===== config.mk =====
export PLATFORM = sky130hd
export DESIGN_NAME = shift_reg_univ
export DESIGN_NICKNAME = d
export VERILOG_FILES = /design/src/rtl/shift_reg_pkg.sv /design/src/rtl/shift_step.sv /design/src/rtl/shift_reg_univ.sv
export SDC_FILE = /design/constraint.sdc
export NUM_CORES = 1
export LEC_CHECK = 0
export ABC_AREA = 1
export CORE_ASPECT_RATIO = 1.5
export CORE_MARGIN = 2
export CORE_UTILIZATION = 39
export DETAILED_ROUTE_END_ITERATION = 6
export DONT_BUFFER_PORTS = 1
export GPL_TIMING_DRIVEN = 0
export PLACE_DENSITY = 0.65
export SLEW_MARGIN = 30
export SYNTH_ARGS = -nofsm -noshare
export SYNTH_HDL_FRONTEND = slang
export SYNTH_SLANG_ARGS = --single-unit
export TNS_END_PERCENT = 30

===== constraint.sdc =====
create_clock -name CLK -period 2.5 [get_ports CLK]
set_clock_uncertainty 0.2 [all_clocks]
set_input_delay 0.5 -clock CLK [delete_from_list [all_inputs] [get_ports CLK]]
set_output_delay 0.5 -clock CLK [all_outputs]
set_load 0.1 [all_outputs]

===== src/rtl/shift_reg_pkg.sv =====
// Shared constants and helpers for the universal shift register.
// Mode encoding, sequencer states and mode classification.
package shift_reg_pkg;

  localparam logic [2:0] MODE_HOLD  = 3'd0;
  localparam logic [2:0] MODE_SHL   = 3'd1;
  localparam logic [2:0] MODE_SHR   = 3'd2;
  localparam logic [2:0] MODE_ROL   = 3'd3;
  localparam logic [2:0] MODE_ROR   = 3'd4;
  localparam logic [2:0] MODE_LOAD  = 3'd5;
  localparam logic [2:0] MODE_ASR   = 3'd6;
  localparam logic [2:0] MODE_CLEAR = 3'd7;

  typedef enum logic {
    ST_IDLE = 1'b0,
    ST_RUN  = 1'b1
  } seq_state_e;

  // Modes that move bits and can therefore be repeated by the sequencer.
  function automatic logic is_shift_mode(input logic [2:0] mode);
    logic res;
    res = 1'b0;
    case (mode)
      MODE_SHL, MODE_SHR, MODE_ROL, MODE_ROR, MODE_ASR: res = 1'b1;
      default:                                          res = 1'b0;
    endcase
    return res;
  endfunction

endpackage


===== src/rtl/shift_step.sv =====
// One combinational step of the universal shifter, shared by the
// single-step and sequenced paths.
module shift_step
  import shift_reg_pkg::*;
#(
  parameter int unsigned WIDTH = 4
) (
  input  logic [WIDTH-1:0] q,
  input  logic [2:0]       mode,
  input  logic             d_sl,
  input  logic             d_sr,
  input  logic [WIDTH-1:0] p_in,
  input  logic [WIDTH-1:0] reset_val,
  output logic [WIDTH-1:0] q_next,
  output logic             so_next,
  output logic             so_valid
);

  always_comb begin
    q_next   = q;
    so_next  = 1'b0;
    so_valid = 1'b0;
    unique case (mode)
      MODE_HOLD: q_next = q;
      MODE_SHL: begin
        q_next   = {q[WIDTH-2:0], d_sl};
        so_next  = q[WIDTH-1];
        so_valid = 1'b1;
      end
      MODE_SHR: begin
        q_next   = {d_sr, q[WIDTH-1:1]};
        so_next  = q[0];
        so_valid = 1'b1;
      end
      MODE_ROL: begin
        q_next   = {q[WIDTH-2:0], q[WIDTH-1]};
        so_next  = q[WIDTH-1];
        so_valid = 1'b1;
      end
      MODE_ROR: begin
        q_next   = {q[0], q[WIDTH-1:1]};
        so_next  = q[0];
        so_valid = 1'b1;
      end
      MODE_LOAD: q_next = p_in;
      MODE_ASR: begin
        q_next   = {q[WIDTH-1], q[WIDTH-1:1]};
        so_next  = q[0];
        so_valid = 1'b1;
      end
      MODE_CLEAR: q_next = reset_val;
    endcase
  end

endmodule


===== src/rtl/shift_reg_univ.sv =====
// Parametrised universal shift register with single-step operation and an
// autonomous multi-step sequencer (START/AMT in, BUSY/DONE out).
module shift_reg_univ
  import shift_reg_pkg::*;
#(
  parameter int unsigned       WIDTH     = 4,
  parameter logic [WIDTH-1:0]  RESET_VAL = '0,
  localparam int unsigned      AW        = $clog2(WIDTH + 1)
) (
  input  logic             CLK,
  input  logic             RST_N,
  input  logic             EN,
  input  logic [2:0]       MODE,
  input  logic             D_SL,
  input  logic             D_SR,
  input  logic [WIDTH-1:0] P_IN,
  input  logic             START,
  input  logic [AW-1:0]    AMT,
  output logic [WIDTH-1:0] Q,
  output logic             SO,
  output logic             BUSY,
  output logic             DONE
);

  localparam logic [AW-1:0] AmtMax = AW'(WIDTH);
  localparam logic [AW-1:0] AmtOne = AW'(1);

  seq_state_e       state_q, state_d;
  logic [WIDTH-1:0] q_q, q_d;
  logic             so_q, so_d;
  logic             done_q, done_d;
  logic [2:0]       mode_q, mode_d;
  logic [AW-1:0]    rem_q, rem_d;
  logic [AW-1:0]    amt_sat;

  logic [2:0]       step_mode;
  logic [WIDTH-1:0] step_q;
  logic             step_so;
  logic             step_so_valid;

  // While running, the latched mode drives the datapath and MODE is ignored.
  assign step_mode = (state_q == ST_RUN) ? mode_q : MODE;

  shift_step #(
    .WIDTH (WIDTH)
  ) u_step (
    .q         (q_q),
    .mode      (step_mode),
    .d_sl      (D_SL),
    .d_sr      (D_SR),
    .p_in      (P_IN),
    .reset_val (RESET_VAL),
    .q_next    (step_q),
    .so_next   (step_so),
    .so_valid  (step_so_valid)
  );

  always_comb begin
    state_d = state_q;
    q_d     = q_q;
    so_d    = so_q;
    done_d  = 1'b0;
    mode_d  = mode_q;
    rem_d   = rem_q;
    amt_sat = (AMT > AmtMax) ? AmtMax : AMT;

    if (EN) begin
      case (state_q)
        ST_IDLE: begin
          if (START) begin
            if (is_shift_mode(MODE) && (amt_sat != '0)) begin
              // First step happens on the accepting edge.
              q_d    = step_q;
              so_d   = step_so_valid ? step_so : so_q;
              mode_d = MODE;
              if (amt_sat == AmtOne) begin
                done_d = 1'b1;
              end else begin
                state_d = ST_RUN;
                rem_d   = amt_sat - AmtOne;
              end
            end else begin
              if (amt_sat != '0) begin
                q_d = step_q;
              end
              done_d = 1'b1;
            end
          end else begin
            q_d  = step_q;
            so_d = step_so_valid ? step_so : so_q;
          end
        end
        ST_RUN: begin
          q_d   = step_q;
          so_d  = step_so_valid ? step_so : so_q;
          rem_d = rem_q - AmtOne;
          if (rem_q == AmtOne) begin
            state_d = ST_IDLE;
            done_d  = 1'b1;
          end
        end
        default: state_d = ST_IDLE;
      endcase
    end
  end

  always_ff @(posedge CLK) begin
    if (!RST_N) begin
      state_q <= ST_IDLE;
      q_q     <= RESET_VAL;
      so_q    <= 1'b0;
      done_q  <= 1'b0;
      mode_q  <= MODE_HOLD;
      rem_q   <= '0;
    end else begin
      state_q <= state_d;
      q_q     <= q_d;
      so_q    <= so_d;
      done_q  <= done_d;
      mode_q  <= mode_d;
      rem_q   <= rem_d;
    end
  end

  assign Q    = q_q;
  assign SO   = so_q;
  assign BUSY = (state_q == ST_RUN);
  assign DONE = done_q;

endmodule


==> metrics <==
WP data arrival 2.17 ns; total I/O pin count 23; length of the first detailed-routing pass in iterations 5; Vias/cell 4.97; clk root buf clkbuf_8; Fin. Hold Viols 0; Tot GR Track Use 16.9%; FILL cells 306; clk sinks 13; Area after DPL 0.00111 mm²; combinational share of power 23.8%; Post-synth top flop dfxtp_1; share of layout cells above drive strength 1 19.6%; Routed Antenna Nets 0; sequential share of power 47.1%; Setup TNS 0 ns; synth warn 0; non-filler cells, final 205; largest net degree at the start of global routing 11; ratio of final minimum period to clock period 89.7%; final cell utilization of the core 43.7%; CP max FO 10; Setup violations, final 0; Req. time, crit path 2.43 ns; Skew-Pair Late Insertion Delay 0.24 ns; Worst Tran Pin Value 1.02 ns; Power Total 0.641 mW; H-tree depth 1; Pleak 0.512 nW; WHS 0.185 ns; Crit path max-delay family flip-flops; crit-path max cell delay 0.98 ns; # hold bufs at CTS 0; cell-internal power 0.391 mW; DIE AREA 0.00317 mm²; clock group share of total power 29.1%; CP dominant cell by count nand2_4; CTS tree done; Detailed Place HPWL 1990 µm; Area growth, synth to finish 8.82%; top area cells in the synthesized netlist dfxtp_1 (24%), nand2_1 (14%), inv_1 (7.1%); top cell type's share of synthesized area 24.5%; Switching Share 39.0%; sequential fraction of the synthesis area 24.5%; grt ovf 0; ant diodes 0; Final Slew Violations 0; number of global-route vias before repair 1014; MaxCap Viol Count 0; unrepaired setup endpoints after global routing false; crit path launch type flip-flop; IO buf count 0; Longest Clk Path Bufs 2; Synth area leader dfxtp_1; Switch Pwr 0.250 mW; Critical Path Sink Type flip-flop; Die W 46.6 µm; placed cells 201; FFs w/ async S/R, synth 0%; Initial Util 40.2%; gpl congestion 0.857; Rel. slew slack 31.7%; library cells used by synthesis 26; Max Fclk 446 MHz; flip-flop and latch area 263 µm²; 1st-iter DRT viols 16; CTS Buf Count 3; routed vias 1018; initial antenna violation count 0; routed len/inst 11.7 µm; area of the multi-input gates 682 µm²; Slowest cell on crit path dfxtp_1; global-route wire length before repair 3940 µm; chip height 68.0 µm; mapped cell area 0.00106 mm²; Avg Inst Size Synth 6.48 µm²; row count 23; Mapped Cells 164; Place WS 0.258 ns; fin crit period 2.24 ns; DRC Markers 0; Post-Syn Nets 185; Final WS setup 0.258 ns; number of synthesized flops with an enable pin 0; clock slew at reported path FFs 0.06 ns; WS Path Type flip-flop to flip-flop; post-synthesis register bit count 13; Critical path buffers and inverters 3; Layout Nets 190; CORE AREA 0.00265 mm²; outcome finished, final reports clean; Post-CTS Setup Repair Bufs 0; VDD IR max 0.213 mV; WL final 2400 µm; Post-CTS Resized 0; Post-Layout Inst Area 0.00116 mm²; critical path, cell by cell buf_6, inv_8, nand2_2, nand2_4, nand3_4, nand2_4, inv_2, nand2_1, o21a_1; Hold WC Path Type input pin to flip-flop; power per cell area 554 mW/mm²
-- flip-flops by register name (all words and copies together) (netlist names) --
name and flops:
BUSY 1, SO 1, rem_q 3, DONE 1, Q 4, mode_q 3
-- placed cells by master (no fill, tap or decap) --
cell type and instances:
o21ai_0 7, buf_2 1, clkbuf_1 1, a21oi_2 2
nor3_1 1, clkbuf_8 3, dfxtp_2 2, a21oi_1 8
or2_2 1, nand2_4 4, nand3_2 2, xnor2_1 1
nor2_4 1, nand2_2 8, nand4_1 6, inv_2 2
o21ai_1 2, inv_1 20, nand3_4 1, nor2_1 20
nand3_1 10, nand2_1 41, o21a_1 2, o21ai_2 1
inv_8 1, ha_1 5, buf_6 2, dfxtp_1 11
nor2_2 2
-- cell families (layout without fill, tap and decap cells) --
kind of cell / count (synthesis) / count (layout) / synth area share (%)
adders and majority gates: 5 / 5 / 5.88
xor gates and xnor gates: 1 / 1 / 0.824
DFF: 13 / 13 / 24.5
AOI/OAI and AO/OA: 22 / 22 / 11.9
and+or+nand+nor: 97 / 97 / 45.5
buffers and inverters: 26 / 30 / 11.4
-- per-layer routing --
| metal | up-vias | wire length [µm] | track usage [%] |
|---|---|---|---|
| met5 | - | 0 | 0 |
| met2 | 27 | 1280 | 31.4 |
| li1 | 528 | - | - |
| met1 | 457 | 935 | 17.1 |
| met4 | 0 | 45 | 8.33 |
| met3 | 6 | 139 | 3.17 |
-- final cells by class --
cell class,count,share of cell area [%]
tap,37,4.00
clock buffer,4,3.89
buffer,3,2.38
multi-input combinational,125,58.9
sequential,13,22.7
inverter,23,8.11
-- path summary, 6_finish.rpt --
kind / from / end / slack [ns] / cells after the start
max: BUSY / Q[1] / 0.26 / 9
min: EN / DONE / 0.19 / 2
max reg2reg: BUSY / Q[1] / 0.26 / 9
min reg2reg: mode_q[2] / mode_q[2] / 0.27 / 2
-- power by group through the flow --
stage | registers [mW] | logic, mW | clock network (mW)
finish | 0.302 | 0.152 | 0.187
detailed placement | 0.306 | 0.152 | 0
CTS | 0.302 | 0.153 | 0.193
floorplan | 0.301 | 0.128 | 0
global route | 0.304 | 0.174 | 0.203
global placement | 0.305 | 0.149 | 0
-- cell usage after synthesis, types with 4 or more instances --
| library cell | n |
|---|---|
| nand3_1 | 10 |
| inv_1 | 20 |
| nand4_1 | 6 |
| nand2_1 | 41 |
| nand2_4 | 4 |
| o21ai_0 | 7 |
| nand2_2 | 8 |
| dfxtp_1 | 13 |
| nor2_1 | 20 |
| a21oi_1 | 8 |
| ha_1 | 5 |
(Power assumes the default switching activity.)
